### src/rtl/bcd_dec.sv
// bcd_dec: registered BCD digit to ten-line one-hot decoder with illegal-code
// flag. Output polarity and the reset pattern are selected by parameters;
// err and o_vld are always active-high.
module bcd_dec #(
    parameter int ACTIVE_LOW     = 0,
    parameter int RESET_DIGIT_EN = 0
) (
    input  logic       clk,
    input  logic       rst,
    input  logic [0:3] i,
    input  logic       i_vld,
    output logic [0:9] o,
    output logic       o_vld,
    output logic       err
);

    // Active-high reset pattern: either no line selected or digit 0 selected.
    localparam logic [0:9] HOT_RST = (RESET_DIGIT_EN != 0) ? 10'b1000000000 : 10'b0000000000;
    // XOR mask applied to the active-high pattern to obtain the bus polarity.
    localparam logic [0:9] POL     = (ACTIVE_LOW != 0) ? 10'b1111111111 : 10'b0000000000;

    logic [0:9] dec;
    logic       illegal;

    // Decode the digit: line d is the (9-d)th bit of the vector, so a right
    // shift of the MSB-only pattern selects it; codes 10..15 select nothing.
    always_comb begin
        dec     = '0;
        illegal = (i > 4'd9);
        if (!illegal) begin
            dec = 10'b1000000000 >> i;
        end
    end

    // Output register: reset wins over an accepted digit; idle cycles hold o/err.
    always_ff @(posedge clk) begin
        if (rst) begin
            o     <= HOT_RST ^ POL;
            o_vld <= 1'b0;
            err   <= 1'b0;
        end else begin
            o_vld <= i_vld;
            if (i_vld) begin
                o   <= dec ^ POL;
                err <= illegal;
            end
        end
    end

endmodule

### config.mk
export PLATFORM = sky130hd
export DESIGN_NAME = bcd_dec
export DESIGN_NICKNAME = d
export VERILOG_FILES = /design/src/rtl/bcd_dec.sv
export SDC_FILE = /design/constraint.sdc
export NUM_CORES = 1
export LEC_CHECK = 0
export ABC_AREA = 1
export CORE_AREA = 4 4 41 43
export DETAILED_ROUTE_END_ITERATION = 6
export DIE_AREA = 0 0 45 47
export PLACE_DENSITY = 0.71
export SLEW_MARGIN = 30
export SYNTH_ARGS = -nofsm -noshare
export SYNTH_HDL_FRONTEND = slang
export SYNTH_SLANG_ARGS = --single-unit
### constraint.sdc
create_clock -name clk -period 2 [get_ports clk]
set_clock_uncertainty 0.1 [all_clocks]
set_input_delay 0.6 -clock clk [delete_from_list [all_inputs] [get_ports clk]]
set_output_delay 0.6 -clock clk [all_outputs]
set_load 0.01 [all_outputs]
; Word level (Yosys, flattened, before mapping)
; Index checks and enable logic that the tools add are counted.
[word_totals]
input_bits = 7
reg_bits = 12
mem_bits_ro = 0
out_inout_bits = 12
mem_bits_rw = 0
n_memories = 0
elab_cells = 6
latch_bits = 0
[classes]
shift = 1
mux = 1
n_div = 0
addsub = 0
multipliers = 0
n_eq_ne = 0
bitwise_logic = 0
n_lt_le_gt_ge = 1
reduce_logical = 0
[ops]
columns = operator, count
row1 = 2-to-1 mux 10 bit, 1
row2 = "right shift 10 x 4 -> 10 bit, first input constant", 1
row3 = "greater-than comparator 4 bit, second input constant", 1

; Longest topological paths before layout
[depth]
word_depth = 2
depth_mapped = 5
ltp_nobuf = 5

; Worst setup path after synthesis
; No wires, ideal clock.
[synth_path]
path_kind = input-to-reg
startpoint = input rst
endpoint = register o[3] (netlist name)
n_path_buf = 1
stages = 2
arrival_ps = 915
path_slack_ps = 858
cell_sequence = clkbuf_1 nor2_1
[synth_rtl]
columns = item, line_no
row1 = start: declaration, 9  ; input logic rst,
row2 = end signal: assignment, 38  ; o <= HOT_RST ^ POL;
row3 = end signal: assignment, 44  ; o <= dec ^ POL;
row4 = end: declaration, 12  ; output logic [0:9] o,
; No word-level cell between the ends.

; Worst setup path in the final report
[layout_path]
startpoint = register o[4] (netlist name)
endpoint = output o[4] (netlist name)
; No word-level cell between the ends.

==> metrics.log <==
INFO  metric cts_tree = done
INFO  metric critical-path-slowest-cell = clkdlybuf4s50_1
INFO  metric endpoint_of_the_worst_register_to_register_path = o[7]
INFO  metric final.setup.tns = 0 ns
INFO  metric vdd_ir_drop_max = ~0.32 mV
INFO  metric syn-instance-count = between 70 and 80
INFO  metric crit_arrival = 1.15 ns
INFO  metric design.final.nets = 106
INFO  metric insertedDiodeCount = 0
INFO  metric fmax = ~0.54 GHz
INFO  metric vias = just over 500
INFO  metric reg2reg_setup_slack = between 1 and 1.5 ns
INFO  metric timing.critical_path.max_delay_family = buffers and inverters
INFO  metric timing.critical_path.required = 1.30 ns
INFO  metric cpPeakStageDelay = around 0.54 ns
INFO  metric gr-usage-all-layers = between 10% and 20%
INFO  metric grt_remaining_overflow = 0
INFO  metric cells_along_the_critical_path = clkdlybuf4s50_1
INFO  metric synth_nets = 83
INFO  metric post_synth_num_cell_types = 11
INFO  metric min_period = around 1.8 ns
INFO  metric synth-warning-count = 0
INFO  metric drv_cap = 0
INFO  metric cts-hold-fix-buffers = 0
INFO  metric outcome = complete, no violations
INFO  metric detailed_place.area = slightly above 700 um2
INFO  metric finish.cell_count_without_fillers = 113
INFO  metric clock_tree.buffer_depth = 2
INFO  metric min_path_cells = 2
INFO  metric ys_seq_elements = 12
INFO  metric hold_viol_final = 0
INFO  metric layout_commonest_cell = nor2_1
INFO  metric cp_num_buf_inv = 1
INFO  metric drt_first_iter_violations = 4
INFO  metric insertion_delay = approximately 0.27 ns
INFO  metric dp.final_hpwl = ~830 um
INFO  metric floorplan.io_pins = 19
INFO  metric ys_seq_area_share = between 40% and 50%
INFO  metric fp.coreArea = between 1000 and 1500 um2
INFO  metric core.rowCount = 13
INFO  metric setup.worst_path.start_class = flip-flop
INFO  metric numCtsBuffers = 3
INFO  metric gp_congestion = between 0.8 and 0.9
INFO  metric area_delta_synth_final = 45.7%
INFO  metric power.leakage = between 0.3 and 0.4 nW
INFO  metric critical_path.reg2reg.startpoint = o[7]
INFO  metric syn_area = ~510 um2
INFO  metric rr_worst_depth = 4
INFO  metric timing.final.ws_setup = between 0.15 and 0.2 ns
INFO  metric grt_antenna_before_repair = 0
INFO  metric drcViolationCount = 0
INFO  metric grt_setup_unrepaired = false
INFO  metric final_worst_path_period_share = roughly 92%
INFO  metric detail_route.wl_per_cell = between 9 and 10 um
INFO  metric design.die.area = 2120 um2
INFO  metric timing_worst_slew_pin_value = about 0.38 ns
INFO  metric ctsResizeCount = 0
INFO  metric slew_violations = 0
INFO  metric layout_common_cells = nor2_1 (21), clkdlybuf4s50_1 (18), inv_1 (12), nand2_1 (12), dfxtp_1 (12)
INFO  metric wirelength = about 1100 um
INFO  metric postCtsSetupRepairBufs = 0
INFO  metric synth.avg_cell_area = 6.77 um2
INFO  metric p_per_area = between 600 and 700 nW/um2
INFO  metric dp_slack = about 0.11 ns
INFO  metric die_x = between 40 and 50 um
INFO  metric clk_root_buffer_cell = clkbuf_4
INFO  metric grt_max_degree = 12
INFO  metric drive_gt1_share = 7.14%
INFO  metric timing.slew.headroom = between 70% and 80%
INFO  metric detail_route.first_pass.iterations = 4
INFO  metric start_util = 39.5%
INFO  metric whs_endpoint = o[0]
INFO  metric number_of_levels_in_the_clock_h_tree = 1
INFO  metric grt_pass1_vias = roughly 440
INFO  metric height_of_the_die = around 47 um
INFO  metric hold_path_class = flip-flop to flip-flop
INFO  metric port_buffers = 18
INFO  metric path_class = flip-flop to output port
INFO  metric clkTransAtPathRegs = 0.07 ns
INFO  metric postLayoutCellArea = roughly 750 um2
INFO  metric number_of_nets_still_failing_antenna_checks_after_routing = 0
INFO  metric grt_pass1_wl = ~1700 um
INFO  metric post_drt_via_cell_ratio = between 4 and 5
INFO  metric hp-start = o[0]
INFO  metric clock_sinks = 12
INFO  metric crit_path_max_fanout = 2
INFO  metric post-place-cells = ~110
INFO  metric setup_viol = 0
INFO  metric setup.worst_path.end_class = output port
## metal layers
metal	wire length, um	GRT usage [%]	vias up	share of wire [%]
met5	0	0	-	0
met4	8	8.77	0	0.75
met3	73	3.07	2	6.8
met2	463	16.1	13	43
met1	527	13.6	225	49
li1	-	-	276	-
## synthesized netlist by cell type
cell      number  area share, %
a21oi_1        6            5.8
dfxtp_1       12             47
clkbuf_1       1           0.73
nand2_1       12            8.8
inv_1         12            8.8
nand3_1        8            7.8
nor2_1        21             15
buf_6          1            2.2
nand3_2        1            1.9
o21ai_0        1           0.97
o21ai_1        1           0.97
## power breakdown
group | switching (W) | internal (W)
sequential | 0.00000212 | 0.000244
clock | 0.0000784 | 0.000111
combinational | 0.0000313 | 0.0000284
## metrics by stage
stage	hold WS, ns	utilization, %	total power [W]
finish	0.367	57.6	0.000494
global route	0.392	57.6	0.000524
CTS	0.372	57.6	0.000504
detailed placement	0.358	54.8	0.000311
global placement	0.357	54.8	0.000310
floorplan	0.389	-	0.000279
## how the worst max path moves through the flow
stage | startpoint | to | slack [ns] | depth (start not counted)
floorplan | rst | o[3] | 0.86 | 2
global placement | i_vld | o[9] | 0.15 | 4
detailed placement | i_vld | o[4] | 0.11 | 4
CTS | o[4] | o[4] | 0.13 | 1
global route | o[8] | o[8] | 0.10 | 1
finish | o[4] | o[4] | 0.15 | 1
## state kept, by name, summed over array words and instances (netlist names)
signal / flops
o: 10
err: 1
o_vld: 1
## kinds of logic after synthesis
group	count (synthesis)	synth area share, %
AOI/OAI and AO/OA	8	7.78
DFF	12	46.7
buffers and inverters	14	11.7
and+or+nand+nor	42	33.8
## cell type report
class	instances	area [um2]
well taps	15	18.8
inverters	12	45.0
clock buffers	4	36.3
repair buffers	20	195
fillers	143	552
flip-flops and latches	12	240
multi-input cells	50	214
(Power assumes the default switching activity.)
